===== src/rtl/fb_pkg.sv =====
// Shared frame-buffer geometry and write-scheduler state encoding.
package fb_pkg;

  localparam int H_RES     = 320;
  localparam int V_RES     = 180;
  localparam int PIX_W     = 8;
  localparam int FB_PIXELS = H_RES * V_RES;
  localparam int ADDR_W    = $clog2(FB_PIXELS);

  localparam logic [ADDR_W-1:0] LAST_ADDR = ADDR_W'(FB_PIXELS - 1);

  typedef enum logic [1:0] {
    ARB       = 2'd0,
    CLEAR     = 2'd1,
    SWAP_WAIT = 2'd2
  } fb_state_e;

endpackage


===== src/rtl/rr_arbiter2.sv =====
// Two-way round-robin arbiter; the pointer moves past whichever requester was granted.
module rr_arbiter2 (
  input  logic       clk,
  input  logic       rst,
  input  logic       enable,
  input  logic [1:0] valid,
  output logic [1:0] grant
);

  logic       ptr_r;
  logic [1:0] grant_s;

  // Grant the pointer's requester on contention, otherwise the lone valid one
  always_comb begin
    grant_s = 2'b00;
    if (!enable) begin
      grant_s = 2'b00;
    end else if (valid == 2'b11) begin
      grant_s = ptr_r ? 2'b10 : 2'b01;
    end else begin
      grant_s = valid;
    end
  end

  assign grant = grant_s;

  // Pointer update on every accepted grant
  always_ff @(posedge clk) begin
    if (rst) begin
      ptr_r <= 1'b0;
    end else if (grant_s[0]) begin
      ptr_r <= 1'b1;
    end else if (grant_s[1]) begin
      ptr_r <= 1'b0;
    end else begin
      ptr_r <= ptr_r;
    end
  end

endmodule


===== src/rtl/fb_write_scheduler.sv =====
// Frame-buffer write-port owner: arbitrates CPU/blitter writes, runs the clear
// engine and defers front/back swaps to vertical sync.
module fb_write_scheduler
  import fb_pkg::*;
(
  input  logic                  clk_in,
  input  logic                  rst_in,
  input  logic [1:0]            req_valid_in,
  output logic [1:0]            req_ready_out,
  input  logic [2*ADDR_W-1:0]   req_addr_in,
  input  logic [2*PIX_W-1:0]    req_data_in,
  input  logic                  clear_start_in,
  input  logic [PIX_W-1:0]      clear_color_in,
  output logic                  clear_busy_out,
  input  logic                  swap_req_in,
  input  logic                  vsync_in,
  output logic                  swap_pending_out,
  output logic                  front_sel_out,
  output logic                  fb_we_out,
  output logic [ADDR_W:0]       fb_addr_out,
  output logic [PIX_W-1:0]      fb_data_out
);

  fb_state_e         state_r;
  fb_state_e         next_state_s;
  logic [1:0]        grant_s;
  logic              arb_en_s;
  logic              clr_last_s;

  logic [ADDR_W-1:0] clr_cnt_r;
  logic [PIX_W-1:0]  clr_color_r;
  logic              pending_r;
  logic              front_r;
  logic              busy_r;
  logic              we_r;
  logic [ADDR_W:0]   addr_r;
  logic [PIX_W-1:0]  data_r;

  logic [ADDR_W-1:0] cnt_nxt_s;
  logic [PIX_W-1:0]  color_nxt_s;
  logic              pending_nxt_s;
  logic              front_nxt_s;
  logic              we_nxt_s;
  logic [ADDR_W:0]   addr_nxt_s;
  logic [PIX_W-1:0]  data_nxt_s;

  // A clear start steals the cycle, so nobody is granted alongside it
  assign arb_en_s   = (state_r == ARB) && !clear_start_in && !rst_in;
  assign clr_last_s = (clr_cnt_r == LAST_ADDR);

  rr_arbiter2 u_arb (
    .clk    (clk_in),
    .rst    (rst_in),
    .enable (arb_en_s),
    .valid  (req_valid_in),
    .grant  (grant_s)
  );

  // State register
  always_ff @(posedge clk_in) begin
    if (rst_in) begin
      state_r <= ARB;
    end else begin
      state_r <= next_state_s;
    end
  end

  // Next-state decode
  always_comb begin
    next_state_s = state_r;
    case (state_r)
      ARB: begin
        if (clear_start_in)   next_state_s = CLEAR;
        else if (swap_req_in) next_state_s = SWAP_WAIT;
        else                  next_state_s = ARB;
      end
      CLEAR: begin
        if (clr_last_s) next_state_s = (pending_r || swap_req_in) ? SWAP_WAIT : ARB;
        else            next_state_s = CLEAR;
      end
      SWAP_WAIT: begin
        if (vsync_in) next_state_s = ARB;
        else          next_state_s = SWAP_WAIT;
      end
      default: next_state_s = ARB;
    endcase
  end

  // Next values of the write port, clear counter and swap bookkeeping
  always_comb begin
    we_nxt_s      = 1'b0;
    addr_nxt_s    = addr_r;
    data_nxt_s    = data_r;
    cnt_nxt_s     = clr_cnt_r;
    color_nxt_s   = clr_color_r;
    pending_nxt_s = pending_r;
    front_nxt_s   = front_r;
    case (state_r)
      ARB: begin
        if (clear_start_in) begin
          // Beat 0 is issued straight from the start cycle
          we_nxt_s    = 1'b1;
          addr_nxt_s  = {~front_r, {ADDR_W{1'b0}}};
          data_nxt_s  = clear_color_in;
          cnt_nxt_s   = {ADDR_W{1'b0}};
          color_nxt_s = clear_color_in;
        end else if (grant_s[0]) begin
          we_nxt_s   = 1'b1;
          addr_nxt_s = {~front_r, req_addr_in[0 +: ADDR_W]};
          data_nxt_s = req_data_in[0 +: PIX_W];
        end else if (grant_s[1]) begin
          we_nxt_s   = 1'b1;
          addr_nxt_s = {~front_r, req_addr_in[ADDR_W +: ADDR_W]};
          data_nxt_s = req_data_in[PIX_W +: PIX_W];
        end else begin
          we_nxt_s = 1'b0;
        end
        if (swap_req_in) pending_nxt_s = 1'b1;
        else             pending_nxt_s = pending_r;
      end
      CLEAR: begin
        if (!clr_last_s) begin
          we_nxt_s   = 1'b1;
          cnt_nxt_s  = clr_cnt_r + ADDR_W'(1);
          addr_nxt_s = {~front_r, clr_cnt_r + ADDR_W'(1)};
          data_nxt_s = clr_color_r;
        end else begin
          we_nxt_s = 1'b0;
        end
        if (swap_req_in) pending_nxt_s = 1'b1;
        else             pending_nxt_s = pending_r;
      end
      SWAP_WAIT: begin
        if (vsync_in) begin
          pending_nxt_s = 1'b0;
          front_nxt_s   = ~front_r;
        end else begin
          pending_nxt_s = pending_r;
          front_nxt_s   = front_r;
        end
      end
      default: begin
        we_nxt_s = 1'b0;
      end
    endcase
  end

  // Registered write port and status outputs
  always_ff @(posedge clk_in) begin
    if (rst_in) begin
      we_r        <= 1'b0;
      addr_r      <= {(ADDR_W+1){1'b0}};
      data_r      <= {PIX_W{1'b0}};
      clr_cnt_r   <= {ADDR_W{1'b0}};
      clr_color_r <= {PIX_W{1'b0}};
      pending_r   <= 1'b0;
      front_r     <= 1'b0;
      busy_r      <= 1'b0;
    end else begin
      we_r        <= we_nxt_s;
      addr_r      <= addr_nxt_s;
      data_r      <= data_nxt_s;
      clr_cnt_r   <= cnt_nxt_s;
      clr_color_r <= color_nxt_s;
      pending_r   <= pending_nxt_s;
      front_r     <= front_nxt_s;
      busy_r      <= (next_state_s == CLEAR);
    end
  end

  assign req_ready_out    = grant_s;
  assign clear_busy_out   = busy_r;
  assign swap_pending_out = pending_r;
  assign front_sel_out    = front_r;
  assign fb_we_out        = we_r;
  assign fb_addr_out      = addr_r;
  assign fb_data_out      = data_r;

endmodule


===== config.mk =====
export PLATFORM = sky130hd
export DESIGN_NAME = fb_write_scheduler
export DESIGN_NICKNAME = d
export VERILOG_FILES = /design/src/rtl/fb_pkg.sv /design/src/rtl/rr_arbiter2.sv /design/src/rtl/fb_write_scheduler.sv
export SDC_FILE = /design/constraint.sdc
export NUM_CORES = 1
export LEC_CHECK = 0
export CAP_MARGIN = 10
export CORE_MARGIN = 3
export CORE_UTILIZATION = 42
export CTS_CLUSTER_SIZE = 16
export DETAILED_ROUTE_END_ITERATION = 10
export PLACE_DENSITY = 0.77
export SETUP_SLACK_MARGIN = 0.15
export SYNTH_ARGS = -nofsm -noshare
export SYNTH_HDL_FRONTEND = slang
export SYNTH_SLANG_ARGS = --single-unit
export TNS_END_PERCENT = 10

===== constraint.sdc =====
create_clock -name clk_in -period 2.3 [get_ports clk_in]
set_clock_uncertainty 0.05 [all_clocks]
set_input_delay 0.23 -clock clk_in [delete_from_list [all_inputs] [get_ports clk_in]]
set_output_delay 0.23 -clock clk_in [all_outputs]
set_load 0.01 [all_outputs]

==> impl_metrics.env <==
export IMPL_synthDominantAreaCellType="sky130_fd_sc_hd__dfxtp_1"
export IMPL_fin_nets=511
export IMPL_layout_filler_cells=551
export IMPL_power_ir_vdd_worst_v=0.000331
export IMPL_netlist_instances=349
export IMPL_grt_setup_unrepaired="yes"
export IMPL_post_route_util_pct=63.1
export IMPL_worst_r2r_path_depth=6
export IMPL_grt_overflow_total=0
export IMPL_drt_pass_1_iters=4
export IMPL_n_antenna_cell=0
export IMPL_syn_to_final_growth_pct=42.0
export IMPL_total_internal_power_mw=1.63
export IMPL_finalSetupViolations=0
export IMPL_remaining_drc_errors=0
export IMPL_crit_required_ps=2470
export IMPL_tritoncts="yes"
export IMPL_r2r_end="fb_addr_out[6]"
export IMPL_max_freq_ghz=0.459
export IMPL_route_antenna_remaining_nets=0
export IMPL_core_area_sq_um=6490
export IMPL_core_rowCount=29
export IMPL_tritoncts_buffer_count=5
export IMPL_setup_tns_final_ps=0
export IMPL_number_of_buffer_cells_added_on_primary_ports=93
export IMPL_setup_worst_path_end="fb_addr_out[6]"
export IMPL_total_leakage_power_nw=1.50
export IMPL_synth_top_area_share_pct=38.8
export IMPL_post_synth_instance_area_sq_um=2890
export IMPL_place_detailed_hpwl_mm=6.29
export IMPL_critPathMaxFanout=15
export IMPL_setup_worst_path_start="clr_cnt_r[10]"
export IMPL_summed_area_of_non_filler_cells_in_the_final_layout_sq_um=4100
export IMPL_dr_total_vias=2925
export IMPL_most_common_layout_cells="sky130_fd_sc_hd__clkdlybuf4s50_1 (91), sky130_fd_sc_hd__dfxtp_1 (56), sky130_fd_sc_hd__nand2_1 (50)"
export IMPL_start_util_pct=44.4
export IMPL_post_synth_cell_area_avg_sq_um=8.27
export IMPL_timing_final_crit_share_pct=94.8
export IMPL_synth_fp_nets=413
export IMPL_clock_root_buffer="sky130_fd_sc_hd__clkbuf_8"
export IMPL_gp_congestion=0.915
export IMPL_die_width_microns=88.9
export IMPL_power_frac_comb_pct=28.9
export IMPL_maxCapViolations=0
export IMPL_number_of_enable_type_register_cells_in_the_synthesized_netlist=0
export IMPL_grt_pass1_vias=2773
export IMPL_maximum_number_of_pins_on_one_net_before_global_route_repair=57
export IMPL_multi_input_comb_area_sq_um=1650
export IMPL_mostFrequentLayoutCell="sky130_fd_sc_hd__clkdlybuf4s50_1"
export IMPL_worst_hold_path_type="in2reg"
export IMPL_period_minus_slack_ps=2180
export IMPL_slew_headroom_pct=59.3
export IMPL_clk_pin_slew_worst_paths_ps=100
export IMPL_endpoint_kind="flop"
export IMPL_ys_flop_type="sky130_fd_sc_hd__dfxtp_1"
export IMPL_yosysUniqueCellTypes=39
export IMPL_viasPerCell=5.57
export IMPL_chipHeight_microns=88.9
export IMPL_dp_cells=515
export IMPL_worstSetupStartpointType="flop"
export IMPL_synth_yosys_warnings=0
export IMPL_cts_buffer_depth=2
export IMPL_ff_latch_area_sq_um=1120
export IMPL_io_pins=94
export IMPL_insertion_delay_ps=310
export IMPL_drt_wl_total_mm=8.50
export IMPL_holdBufCountCts=0
export IMPL_worstMarginPinSlew_ps=609
export IMPL_synth_seq_cells=56
export IMPL_power_clock_fraction_pct=23.7
export IMPL_criticalPathCategory="reg2reg"
export IMPL_pwr_share_seq_pct=47.3
export IMPL_detail_route_iter0_violations=204
export IMPL_drv_slew=0
export IMPL_result_of_the_run="completed"
export IMPL_worst_r2r_setup_slack_ps=120
export IMPL_async_flop_share_pct=0
export IMPL_regToRegStartpoint="clr_cnt_r[10]"
export IMPL_post_route_cells_drive_above_1_share_pct=15.6
export IMPL_placed_area_sq_um=3980
export IMPL_gr_usage_all_layers_pct=21.8
export IMPL_power_per_cell_area_nw_per_um2=563
export IMPL_number_of_sinks_on_the_clock_net=56
export IMPL_worstPathArrival_ps=2350
export IMPL_grt_antenna_before_repair=0
export IMPL_place_ws_ps=-32.5
export IMPL_setup_slack_ps=120
export IMPL_design_die_area_sq_um=7900
export IMPL_finalHoldViolCount=0
export IMPL_switching_share_pct=29.6
export IMPL_synth_area_top_cells="sky130_fd_sc_hd__dfxtp_1 (39%), sky130_fd_sc_hd__mux2_2 (9.4%), sky130_fd_sc_hd__nand2_1 (6.5%), sky130_fd_sc_hd__a21oi_1 (5.9%), sky130_fd_sc_hd__a211oi_1 (5.2%)"
export IMPL_synth_yosys_seq_area_share_pct=38.8
export IMPL_grt_first_pass_wirelength_mm=13.6
export IMPL_post_layout_nonfiller_instances=525
export IMPL_routedWlPerCell_microns=16.2
export IMPL_p_switching_mw=0.682
export IMPL_h_tree_depth=2
[stage by stage]
step	hold WS, ps	total power [mW]
floorplan	316	1.44
global placement	394	1.76
detailed placement	400	1.78
CTS	294	2.32
global route	324	2.42
finish	303	2.31
[Yosys cell counts, types with 3 or more instances]
library cell / instances
sky130_fd_sc_hd__dfxtp_1: 56
sky130_fd_sc_hd__nand2_1: 50
sky130_fd_sc_hd__nor2_1: 38
sky130_fd_sc_hd__a21oi_1: 34
sky130_fd_sc_hd__mux2_2: 24
sky130_fd_sc_hd__a211oi_1: 20
sky130_fd_sc_hd__clkbuf_1: 18
sky130_fd_sc_hd__nand3_1: 15
sky130_fd_sc_hd__nor3_1: 12
sky130_fd_sc_hd__a221oi_1: 9
sky130_fd_sc_hd__and3_1: 8
sky130_fd_sc_hd__nor4_1: 6
sky130_fd_sc_hd__xor2_1: 6
sky130_fd_sc_hd__inv_1: 5
sky130_fd_sc_hd__o21ai_0: 5
sky130_fd_sc_hd__nand2b_1: 4
sky130_fd_sc_hd__nand4_1: 4
sky130_fd_sc_hd__a21oi_2: 3
sky130_fd_sc_hd__mux2i_1: 3
sky130_fd_sc_hd__nor2b_1: 3
sky130_fd_sc_hd__xnor2_1: 3
[cell families (layout without fill, tap and decap cells)]
logic type	Yosys count	count (layout)	share of synthesized area [%]
XOR/XNOR	9	9	2.73
adder cells (fa/ha/maj)	1	1	0.433
multiplexers	27	27	10.4
buffers and inverters	28	127	4.85
AO/OA/AOI/OAI	80	80	18.9
flip-flops	56	56	38.8
AND/OR/NAND/NOR	148	148	23.8
[flip-flops by register name, summed over array words and instances, names as in the netlist]
name              flops
fb_addr_out          17
clr_cnt_r            16
clr_color_r           8
fb_data_out           8
state_r               2
clear_busy_out        1
fb_we_out             1
front_sel_out         1
swap_pending_out      1
u_arb.ptr_r           1
[worst min path at each step]
stage	start	end	slack [ps]	cells past startpoint
2_1_floorplan	clear_color_in[0]	clr_color_r[0]	320	2
3_3_place_gp	clr_color_r[7]	clr_color_r[7]	390	2
3_5_place_dp	clr_color_r[7]	clr_color_r[7]	400	2
4_1_cts	rst_in	u_arb.ptr_r	290	4
5_1_grt	rst_in	u_arb.ptr_r	320	4
6_report	rst_in	u_arb.ptr_r	300	4
[layer usage]
metal,global-route usage (%),routed length [microns]
met1,29.6,3750
met2,36.1,4230
met3,2.86,407
met4,6.46,113
met5,0,0
[power by group through the flow]
stage / clock, mW / combinational, mW / sequential (mW)
after floorplan: 0 / 0.297 / 1.14
after global placement: 0 / 0.652 / 1.11
after detailed placement: 0 / 0.665 / 1.12
after CTS: 0.556 / 0.668 / 1.09
after global routing: 0.589 / 0.730 / 1.10
final: 0.548 / 0.668 / 1.09
[area by class of cell]
type	count	area share, %
clock inverter	3	0.580
clock buffer	5	1.68
timing repair buffer	114	27.4
inverter	5	0.458
sequential	56	27.4
tap	77	2.35
multi-input combinational	265	40.2
[repair_timing]
item,in CTS,in global routing
setup endpoints to repair,6,32
setup buffers,0,2
gates resized for setup,3,1
pin swaps,1,1
[worst max-delay path, stage by stage, from the launching register on]
cell	delay (ps)
sky130_fd_sc_hd__dfxtp_1	360
sky130_fd_sc_hd__or4b_4	550
sky130_fd_sc_hd__or4_4	500
sky130_fd_sc_hd__a21boi_4	190
sky130_fd_sc_hd__buf_12	160
sky130_fd_sc_hd__a21oi_1	50
sky130_fd_sc_hd__a211oi_1	230
No activity file was read; power rests on OpenSTA's default activity.
